### src/rtl/bin_bcd_pkg.sv
// Shared definitions for the sequential binary-to-BCD converter:
// FSM encoding, digit correction constants and a width helper.
package bin_bcd_pkg;

    typedef enum logic [1:0] {
        IDLE = 2'd0,
        CONV = 2'd1,
        DONE = 2'd2
    } state_t;

    // A digit at or above the threshold would exceed 9 after doubling.
    localparam logic [3:0] ADJ_THRESH = 4'd5;
    localparam logic [3:0] ADJ_ADD    = 4'd3;
    localparam logic [3:0] DIGIT_MAX  = 4'd9;

    // Number of bits needed to hold values 0 .. value-1.
    function automatic int clog2(input int value);
        int result;
        result = 32'sd0;
        for (int i = 0; i < 32; i++) begin
            if ((32'sd1 << i) < value) begin
                result = i + 32'sd1;
            end else begin
                result = result;
            end
        end
        return result;
    endfunction

endpackage

### src/rtl/bcd_digit_adj.sv
// Per-digit add-3 correction used before each double-dabble shift.
module bcd_digit_adj
    import bin_bcd_pkg::*;
(
    input  logic [3:0] din,
    output logic [3:0] dout
);

    // Add 3 to any digit that would overflow a decimal digit when doubled.
    always_comb begin
        dout = din;
        if (din >= ADJ_THRESH) begin
            dout = din + ADJ_ADD;
        end else begin
            dout = din;
        end
    end

endmodule

### src/rtl/bin_bcd_seq.sv
// Sequential binary-to-BCD converter: one double-dabble step per clock,
// start/busy/done handshake, result and overflow held until next done.
module bin_bcd_seq
    import bin_bcd_pkg::*;
#(
    parameter int BIN_W  = 8,
    parameter int DIGITS = 3
) (
    input  logic                  clk,
    input  logic                  rst,
    input  logic                  start,
    input  logic [BIN_W-1:0]      bin_in,
    output logic                  busy,
    output logic                  done,
    output logic [4*DIGITS-1:0]   bcd_out,
    output logic                  overflow
);

    localparam int BCD_W = 4 * DIGITS;
    localparam int CNT_W = clog2(BIN_W + 1);

    state_t             state_r, state_s;
    logic [BCD_W-1:0]   bcd_r, bcd_s;
    logic [BIN_W-1:0]   bin_r, bin_s;
    logic [CNT_W-1:0]   cnt_r, cnt_s;
    logic               ovf_acc_r, ovf_acc_s;
    logic [BCD_W-1:0]   bcd_out_r, bcd_out_s;
    logic               overflow_r, overflow_s;

    logic [BCD_W-1:0]   adj_s;
    logic [BCD_W-1:0]   bcd_shift_s;
    logic               ovf_shift_s;

    // One correction stage per digit of the working BCD field.
    for (genvar g = 0; g < DIGITS; g++) begin : g_adj
        bcd_digit_adj u_adj (
            .din  (bcd_r[4*g +: 4]),
            .dout (adj_s[4*g +: 4])
        );
    end

    // Corrected digits shift left, taking the next binary MSB; the bit
    // falling off the top digit means the value needs more digits.
    assign bcd_shift_s = {adj_s[BCD_W-2:0], bin_r[BIN_W-1]};
    assign ovf_shift_s = ovf_acc_r | adj_s[BCD_W-1];

    // Next-state and datapath update selection.
    always_comb begin
        state_s    = state_r;
        bcd_s      = bcd_r;
        bin_s      = bin_r;
        cnt_s      = cnt_r;
        ovf_acc_s  = ovf_acc_r;
        bcd_out_s  = bcd_out_r;
        overflow_s = overflow_r;
        case (state_r)
            IDLE: begin
                if (start) begin
                    state_s   = CONV;
                    bin_s     = bin_in;
                    bcd_s     = {BCD_W{1'b0}};
                    ovf_acc_s = 1'b0;
                    cnt_s     = CNT_W'(BIN_W);
                end else begin
                    state_s   = IDLE;
                end
            end
            CONV: begin
                bcd_s     = bcd_shift_s;
                bin_s     = {bin_r[BIN_W-2:0], 1'b0};
                ovf_acc_s = ovf_shift_s;
                cnt_s     = cnt_r - CNT_W'(1);
                if (cnt_r == CNT_W'(1)) begin
                    state_s    = DONE;
                    bcd_out_s  = bcd_shift_s;
                    overflow_s = ovf_shift_s;
                end else begin
                    state_s    = CONV;
                end
            end
            DONE: begin
                state_s = IDLE;
            end
            default: begin
                state_s = IDLE;
            end
        endcase
    end

    // FSM state register.
    always_ff @(posedge clk) begin
        if (rst) begin
            state_r <= IDLE;
        end else begin
            state_r <= state_s;
        end
    end

    // Working shift register, step counter and held result registers.
    always_ff @(posedge clk) begin
        if (rst) begin
            bcd_r      <= {BCD_W{1'b0}};
            bin_r      <= {BIN_W{1'b0}};
            cnt_r      <= {CNT_W{1'b0}};
            ovf_acc_r  <= 1'b0;
            bcd_out_r  <= {BCD_W{1'b0}};
            overflow_r <= 1'b0;
        end else begin
            bcd_r      <= bcd_s;
            bin_r      <= bin_s;
            cnt_r      <= cnt_s;
            ovf_acc_r  <= ovf_acc_s;
            bcd_out_r  <= bcd_out_s;
            overflow_r <= overflow_s;
        end
    end

    assign busy     = (state_r == CONV);
    assign done     = (state_r == DONE);
    assign bcd_out  = bcd_out_r;
    assign overflow = overflow_r;

endmodule

### config.mk
export PLATFORM = sky130hd
export DESIGN_NAME = bin_bcd_seq
export DESIGN_NICKNAME = d
export VERILOG_FILES = /design/src/rtl/bin_bcd_pkg.sv /design/src/rtl/bcd_digit_adj.sv /design/src/rtl/bin_bcd_seq.sv
export SDC_FILE = /design/constraint.sdc
export NUM_CORES = 1
export LEC_CHECK = 0
export ABC_CLOCK_PERIOD_IN_PS = 7700
export BUFFER_PORTS_ARGS = -buffer_cell sky130_fd_sc_hd__buf_2
export CAP_MARGIN = 20
export CORE_UTILIZATION = 45
export CTS_BUF_LIST = sky130_fd_sc_hd__clkbuf_4 sky130_fd_sc_hd__clkbuf_8 sky130_fd_sc_hd__clkbuf_16
export DETAILED_ROUTE_END_ITERATION = 8
export HOLD_SLACK_MARGIN = 0.06
export SYNTH_ARGS = -nofsm -noshare
export SYNTH_HDL_FRONTEND = slang
export SYNTH_SLANG_ARGS = --single-unit
### constraint.sdc
create_clock -name clk -period 7.7 [get_ports clk]
set_input_delay 0.385 -clock clk [delete_from_list [all_inputs] [get_ports clk]]
set_output_delay 0.385 -clock clk [all_outputs]
set_load 0.02 [all_outputs]
; ---- After elaboration in Yosys (flattened, before gate mapping)
; Cells that the tools add are included.
[word_totals]
ff_bits = 68
latchBits = 0
mem_bits_rw = 0
rom_bits = 0
in_bits = 11
output_inout_bits = 15
wordCells = 37
n_memories = 0
[op_classes]
add_sub_neg = 4
mul = 0
n_div = 0
n_lt_le_gt_ge = 3
n_eq_ne = 4
shifts = 0
n_mux = 14
n_bitwise = 1
n_reduce_logical = 4
[op_table]
columns = op, n
row1 = $pmux W32 S2, 1
row2 = $eq A32 B1 Y1 const B, 1
row3 = $mux W32, 1
row4 = $sub A32 B1 Y32 const B, 1
row5 = $pmux W12 S2, 1
row6 = $pmux W8 S2, 1
row7 = $add A4 B2 Y4 const B, 3
row8 = $ge A4 B3 Y1 const B, 3
row9 = $mux W12, 1
row10 = $mux W4, 3
row11 = $mux W8, 1
row12 = $pmux W2 S2, 1
row13 = $reduce_and A2 Y1, 2
row14 = $eq A2 B1 Y1 const B, 1
row15 = $eq A2 B2 Y1 const B, 1
row16 = $logic_not A2 Y1, 1
row17 = $mux W1, 2
row18 = $mux W2, 1
row19 = $ne A2 B2 Y1 const B, 1
row20 = $pmux W1 S2, 1
row21 = $reduce_bool A2 Y1, 1
row22 = $or A1 B1 Y1, 1

; ---- Depth between registers and ports, before layout
; Gate-level depths: netlist of the first run.
[depth]
ltp_word = 4
ltp_mapped = 8
mapped_depth_nobuf = 7

; ---- Modules after synthesis
; Synthesis of the first run repeated with hierarchy kept, for this count alone.
[unflattened]
hier_cells = 410
area_unflattened_um2 = 3415.8
[modules_own_cells]
columns = mod, instances, cells_each, area_per_inst_um2, seq_area_each_um2
row1 = bin_bcd_seq, 1, 362, 3111.7, 1361.3
row2 = bcd_digit_adj, 3, 16, 101.3, 0.0

; ---- Worst setup path before layout of the first run
; No wires, ideal clock.
[synth_path]
kind = register to register
from = reg cnt_r[23]
to = reg bcd_out_r[10], in the netlist bcd_out[10]
setup_time_ns = 0.128
arrival_ns = 2.298
t_required_ns = 7.572
path_slack_ns = 5.274
stages_incl_launch_ff = 8
path_buffers = 2
period_less_slack_ns = 2.426
path_cell_list = dfxtp_1 or4_1 buf_2 or4_4 nor4_4 buf_6 mux2i_1 nor2_1
[synth_via]
elab_chain_len = 2
[synth_lines]
columns = item, line
row1 = from (decl), bin_bcd_seq.sv:25  ; logic [CNT_W-1:0] cnt_r, cnt_s;
row2 = from (signal assigned), bin_bcd_seq.sv:104  ; cnt_r <= {CNT_W{1'b0}};
row3 = from (signal assigned), bin_bcd_seq.sv:111  ; cnt_r <= cnt_s;
row4 = $eq A32 B1 Y1, bin_bcd_seq.sv:73  ; if (cnt_r == CNT_W'(1)) begin
row5 = $reduce_and A2 Y1 (no source line), -
row6 = to (signal assigned), bin_bcd_seq.sv:106  ; bcd_out_r <= {BCD_W{1'b0}};
row7 = to (signal assigned), bin_bcd_seq.sv:113  ; bcd_out_r <= bcd_out_s;
row8 = to (decl), bin_bcd_seq.sv:27  ; logic [BCD_W-1:0] bcd_out_r, bcd_out_s;
; Every way passes these cells.
; A chain may end at the register's enable or synchronous reset.

; ---- Final worst setup path of the first run
[layout_path]
from = reg state_r[1]
to = reg bcd_out_r[4], in the netlist bcd_out[4]
[layout_via]
elab_chain_len = 2
[layout_lines]
columns = item, line
row1 = from (decl), bin_bcd_seq.sv:22  ; state_t state_r, state_s;
row2 = from (signal assigned), bin_bcd_seq.sv:95  ; state_r <= state_s;
row3 = $eq A2 B1 Y1, bin_bcd_seq.sv:56  ; case (state_r)
row4 = $reduce_and A2 Y1 (no source line), -
; Every way passes these cells.

==> results.json, run 1 <==
{
  "clockRootBuffer": "clkbuf_8",
  "cts_tree": "done",
  "fin_util_pct": 52.33,
  "post-cts-setup-buffers": 0,
  "drcViolationCount": 0,
  "worstMarginPinSlew_ns": 0.8645,
  "fillers": 681,
  "wirelength_um": 6530,
  "crit_path_end_kind": "flip-flop",
  "viasPerCell": 5.429,
  "clockBufferDepth": 2,
  "cts_hold_buf": 0,
  "grtUsageTotal_pct": 18.77,
  "placed_area_sq_um": 3415,
  "critPathLaunchType": "flip-flop",
  "cp.arrival_ns": 2.92,
  "internal_power_w": 0.0005733,
  "ys_types": 39,
  "avgRoutedWirePerCell_um": 13.17,
  "synth_nets": 399,
  "ys_seq_elements": 68,
  "synth_edf_count": 0,
  "synth_seq_area_share_pct": 41.99,
  "cap_violations": 0,
  "fin_crit_ns": 2.725,
  "start_util_pct": 47.19,
  "worstPathRequired_ns": 7.90,
  "fin_skew_ns": 0.007745,
  "power_w": 0.0008112,
  "dr.first_iter.drc_count": 109,
  "num_rows": 30,
  "avgSynthCellArea_sq_um": 8.531,
  "timing.final.crit_share_pct": 35.39,
  "clock_latency_ns": 0.33,
  "cp_max_fo": 24,
  "core_region_area_sq_um": 6869,
  "syn2layout_area_growth_pct": 10.88,
  "fin_nets": 416,
  "numCtsBuffers": 9,
  "io_pins": 26,
  "vdd_drop_max_mv": 0.1103,
  "synth_warnings": 0,
  "synth_ff_type": "dfxtp_1",
  "async_flop_share_pct": 0,
  "status": "complete, no violations",
  "fp.dieH_um": 86.88,
  "p_comb_share_pct": 18.4,
  "clk_pin_slew_ns": 0.07,
  "tns_ns": 0,
  "maxSlewHeadroom_pct": 42.16,
  "h-tree-depth": 3,
  "slew_violations": 0,
  "io_buffer_count": 25,
  "switchingPower_w": 0.0002380,
  "hpwl_um": 4225,
  "p_clk_share_pct": 33.2,
  "rsz0062_at_grt": "no",
  "ant_nets": 0,
  "syn_inst": 380,
  "drive_gt1_share_pct": 14.75,
  "final_hold_viol_count": 0,
  "p_leak_nw": 1.275,
  "die_area_sq_um": 7547,
  "hp-class": "in -> reg",
  "ctsResizeCount": 0,
  "finalSetupViolCount": 0,
  "drtPass1Iterations": 4,
  "grt_pass1_vias": 2430,
  "fin_area_sq_um": 3595,
  "dieWidth_um": 86.88,
  "multi_input_area_sq_um": 1759,
  "pwr_density_cell_nw_per_um2": 225.7,
  "fmax_mhz": 367.0,
  "grt_start_max_net_pins": 75,
  "antenna_found_initial": 0,
  "grt_pass1_wl_um": 11060,
  "power_frac_seq_pct": 48.4,
  "vias": 2693,
  "switching_share_pct": 29.34,
  "register_area_sq_um": 1361,
  "num_antenna_cells": 0,
  "final_common_cell": "dfxtp_1",
  "final_cell_mix": "dfxtp_1 (68), a21oi_1 (42), nor2_1 (38)",
  "synth_area_sq_um": 3242,
  "crit_type": "reg -> reg",
  "grt-ovfl-total": 0,
  "clock_sinks": 68,
  "routabilityCongestion": 0.7668
}
==> logic make-up (layout without fill, tap and decap cells) <==
group / count (synthesis) / count (layout) / share of synthesized area (%)
XOR/XNOR: 3 / 3 / 0.8106
flip-flops: 68 / 68 / 41.99
multiplexers: 24 / 24 / 7.680
buffers and inverters: 30 / 50 / 3.744
adder cells (fa/ha/maj): 8 / 8 / 3.088
AND/OR/NAND/NOR: 164 / 164 / 27.56
AO/OA/AOI/OAI: 83 / 83 / 15.13
==> critical path, stage by stage (launching register included) <==
cell and delay (ns):
dfxtp_1 0.32, nand2b_1 0.48, inv_1 0.76, nand4_1 0.26, nor4_4 0.19, buf_4 0.30, mux2i_1 0.22, nor2_1 0.05
==> routing by layer <==
| layer | global-route usage, % | routed length, um | up-vias | part of all wire (%) |
|---|---|---|---|---|
| met1 | 22.84 | 3200 | 1269 | 49 |
| met3 | 3.697 | 119 | 12 | 1.8 |
| met5 | 0 | 0 | - | 0 |
| met4 | 8.182 | 119 | 0 | 1.8 |
| li1 | - | - | 1389 | - |
| met2 | 32.14 | 3090 | 23 | 47 |
==> area by class of cell <==
type                       instances  area share, %
clock inverter                     1         0.2088
timing repair buffer              27          3.898
clock buffer                      13          4.803
sequential                        68          37.87
tap                               96          3.341
inverter                           9         0.9398
multi-input combinational        282          48.94
==> through the flow <==
stage,setup slack [ns],hold slack (ns),cells
5_1_grt,4.735,0.2944,496
6_report,4.975,0.2892,496
4_1_cts,4.935,0.2791,496
2_1_floorplan,5.274,0.4342,380
3_5_place_dp,4.979,0.4495,482
3_3_place_gp,5.077,0.4473,482
==> final timing paths <==
path,startpoint,to,slack (ns),depth (start not counted)
hold reg to reg,bin_r[6]$_SDFFE_PP0P_,bin_r[6]$_SDFFE_PP0P_,0.46,2
hold / removal,bin_in[0],bin_r[0]$_SDFFE_PP0P_,0.29,3
setup reg to reg,state_r[1]$_SDFF_PP0_,bcd_out[4]$_SDFFE_PP0P_,4.98,7
setup / recovery,state_r[1]$_SDFF_PP0_,bcd_out[4]$_SDFFE_PP0P_,4.98,7
==> state kept, by name, summed over array words and instances, names as in the netlist <==
name	flops
bcd_r	12
bin_r	8
overflow	1
cnt_r	32
ovf_acc_r	1
bcd_out	12
state_r	2
==> power groups by stage <==
| stage | Combinational, W | Clock, W | Sequential [W] |
|---|---|---|---|
| after CTS | 0.000151 | 0.000277 | 0.000392 |
| after global routing | 0.000169 | 0.000297 | 0.000396 |
| after detailed placement | 0.000150 | 0 | 0.000400 |
| final | 0.000150 | 0.000269 | 0.000393 |
| after global placement | 0.000148 | 0 | 0.000399 |
| after floorplan | 0.000126 | 0 | 0.000396 |
==> synthesized netlist by cell type, types with 8 or more instances <==
master	number	share of area, %
dfxtp_1	68	42
a21oi_1	42	6.5
nor2_1	38	4.4
nand2_1	35	4.1
nand3_1	23	3.6
clkbuf_1	17	2.0
mux2i_1	17	5.2
nand2b_1	13	2.5
o21ai_0	13	2.0
or3_1	11	2.1
inv_1	9	1.0
ha_1	8	3.1
Note: power is estimated with default switching activity, not from simulation.
==> run 2, diff against run 1 <==
--- a/config.mk
+++ b/config.mk
@@ -5,13 +5,14 @@
 export SDC_FILE = /design/constraint.sdc
 export NUM_CORES = 1
 export LEC_CHECK = 0
-export ABC_CLOCK_PERIOD_IN_PS = 7700
+export ABC_CLOCK_PERIOD_IN_PS = 2500
 export BUFFER_PORTS_ARGS = -buffer_cell sky130_fd_sc_hd__buf_2
 export CAP_MARGIN = 20
 export CORE_UTILIZATION = 45
 export CTS_BUF_LIST = sky130_fd_sc_hd__clkbuf_4 sky130_fd_sc_hd__clkbuf_8 sky130_fd_sc_hd__clkbuf_16
 export DETAILED_ROUTE_END_ITERATION = 8
 export HOLD_SLACK_MARGIN = 0.06
+export PLACE_DENSITY = 0.65
 export SYNTH_ARGS = -nofsm -noshare
 export SYNTH_HDL_FRONTEND = slang
 export SYNTH_SLANG_ARGS = --single-unit
==> constraint.sdc (replaced) <==
create_clock -name clk -period 2.5 [get_ports clk]
set_input_delay 0.125 -clock clk [delete_from_list [all_inputs] [get_ports clk]]
set_output_delay 0.125 -clock clk [all_outputs]
set_load 0.02 [all_outputs]
==> run 2 against run 1 <==
Utilization grew 2.4 points; combinational power grew to 3.4 times the previous value; global-route usage grew 0.84 points; cell count grew 3.4%; largest power group unchanged.
==> results.json, run 2 (synthesized netlist as in run 1, its figures left out) <==
{
  "whs_ns": 0.07072,
  "cap_violations": 0,
  "fin_crit_ns": 2.298,
  "start_util_pct": 47.19,
  "syn2layout_area_growth_pct": 15.90,
  "avgRoutedWirePerCell_um": 13.15,
  "num_rows": 30,
  "largest_register_ffs": 32,
  "cts_tree": "done",
  "tns_ns": 0,
  "critical_path.top_delay_family": "simple AND/OR/NAND/NOR gates",
  "fp.dieH_um": 86.88,
  "hp-class": "in -> reg",
  "rsz0062_at_grt": "no",
  "worstMarginPinSlew_ns": 0.7425,
  "clock_latency_ns": 0.34,
  "numCtsBuffers": 9,
  "dieWidth_um": 86.88,
  "clockBufferDepth": 2,
  "drcViolationCount": 0,
  "fmax_mhz": 435.2,
  "grt-ovfl-total": 0,
  "grt_start_max_net_pins": 41,
  "pwr_density_cell_nw_per_um2": 692.8,
  "cp_num_buf_inv": 1,
  "antenna_found_initial": 0,
  "crit_type": "reg -> reg",
  "routabilityCongestion": 0.7648,
  "io_buffer_count": 25,
  "drtPass1Iterations": 4,
  "h-tree-depth": 3,
  "instances_no_fill": 513,
  "core_region_area_sq_um": 6869,
  "vdd_drop_max_mv": 0.4253,
  "drive_gt1_share_pct": 17.03,
  "grt_pass1_vias": 2580,
  "regMostFlops": "cnt_r",
  "crit_path_end_kind": "flip-flop",
  "io_pins": 26,
  "worstPathRequired_ns": 2.71,
  "vias": 2779,
  "die_area_sq_um": 7547,
  "final_hold_viol_count": 0,
  "maxSlewHeadroom_pct": 50.50,
  "final_common_cell": "dfxtp_1",
  "grt_pass1_wl_um": 11540,
  "path_cells": "or4_1, or4_4, nor4_4, buf_4, mux2i_1, nor2_1",
  "slowest_delay_ns": 0.54,
  "viasPerCell": 5.417,
  "cp.arrival_ns": 2.51,
  "finalSetupViolCount": 0,
  "clockRootBuffer": "clkbuf_8",
  "final_cell_mix": "dfxtp_1 (68), a21oi_1 (42), nor2_1 (38)",
  "cpMaxStageDelayCell": "or4_1",
  "clock_sinks": 68,
  "fin_nets": 432,
  "fin_skew_ns": 0.007213,
  "dr.first_iter.drc_count": 141,
  "status": "complete, no violations",
  "critPathLaunchType": "flip-flop",
  "wirelength_um": 6748,
  "hpwl_um": 4410,
  "post-cts-setup-buffers": 0,
  "cp_max_fo": 7,
  "clk_pin_slew_ns": 0.07,
  "ant_nets": 0,
  "timing.final.crit_share_pct": 91.90,
  "power_w": 0.002603,
  "slew_violations": 0,
  "grtUsageTotal_pct": 19.60,
  "p_leak_nw": 1.363,
  "num_antenna_cells": 0,
  "place_inst": 492
}
-- run 2: cell count changes in the layout (fill, tap and decap cells not counted), sizes merged --
cell         change
dlygate4sd3      +6
bufinv           +1
clkinv           +3
clkbuf           -3
buf             +10
-- run 2: path summary, 6_finish.rpt --
check	startpoint	endpoint	slack, ns	cells after the start
max	cnt_r[23]$_SDFFE_PP0P_	bcd_out[6]$_SDFFE_PP0P_	0.20	6
min	bin_in[2]	bin_r[2]$_SDFFE_PP0P_	0.07	3
max reg2reg	cnt_r[23]$_SDFFE_PP0P_	bcd_out[6]$_SDFFE_PP0P_	0.20	6
min reg2reg	bin_r[4]$_SDFFE_PP0P_	bin_r[4]$_SDFFE_PP0P_	0.46	2
-- run 2: area by class of cell --
class,count,area [sq um]
fill,655,3112
multi-input combinational,282,1764
sequential,68,1361
timing repair buffer,43,287.8
clock buffer,10,137.6
tap,96,120.1
clock inverter,5,52.55
inverter,9,33.78
-- run 2: stage by stage --
step / instance area, sq um / util, % / setup slack, ns
after floorplan: 3242 / - / 0.07444
after global placement: 3502 / 50.98 / 0.2497
after detailed placement: 3502 / 50.98 / 0.1871
after CTS: 3752 / 54.63 / 0.1749
after global routing: 3757 / 54.70 / 0.05307
final: 3757 / 54.70 / 0.2024
-- run 2: metal layers --
layer | share of wire (%) | global-route usage, % | vias to the layer above | routed length (um)
li1 | - | - | 1428 | -
met5 | 0 | 0 | - | 0
met4 | 1.9 | 9.242 | 0 | 125
met3 | 2.6 | 4.076 | 11 | 173
met2 | 48 | 33.21 | 35 | 3263
met1 | 47 | 23.74 | 1305 | 3185
-- run 2: where the power goes --
group	internal (W)	switching (W)
Sequential	0.00115	0.0000610
Combinational	0.000212	0.000301
Clock	0.000477	0.000406
-- run 2: timing repair --
item	4_1_cts	5_1_grt
hold buffers	6	0
resized for setup	0	1
endpoints found under the hold margin	6	0
setup endpoints to repair	0	1
-- run 2: worst min-delay path, cell delays in order --
cell and delay, ns:
buf_2 0.08, a22oi_1 0.06, a21oi_1 0.11
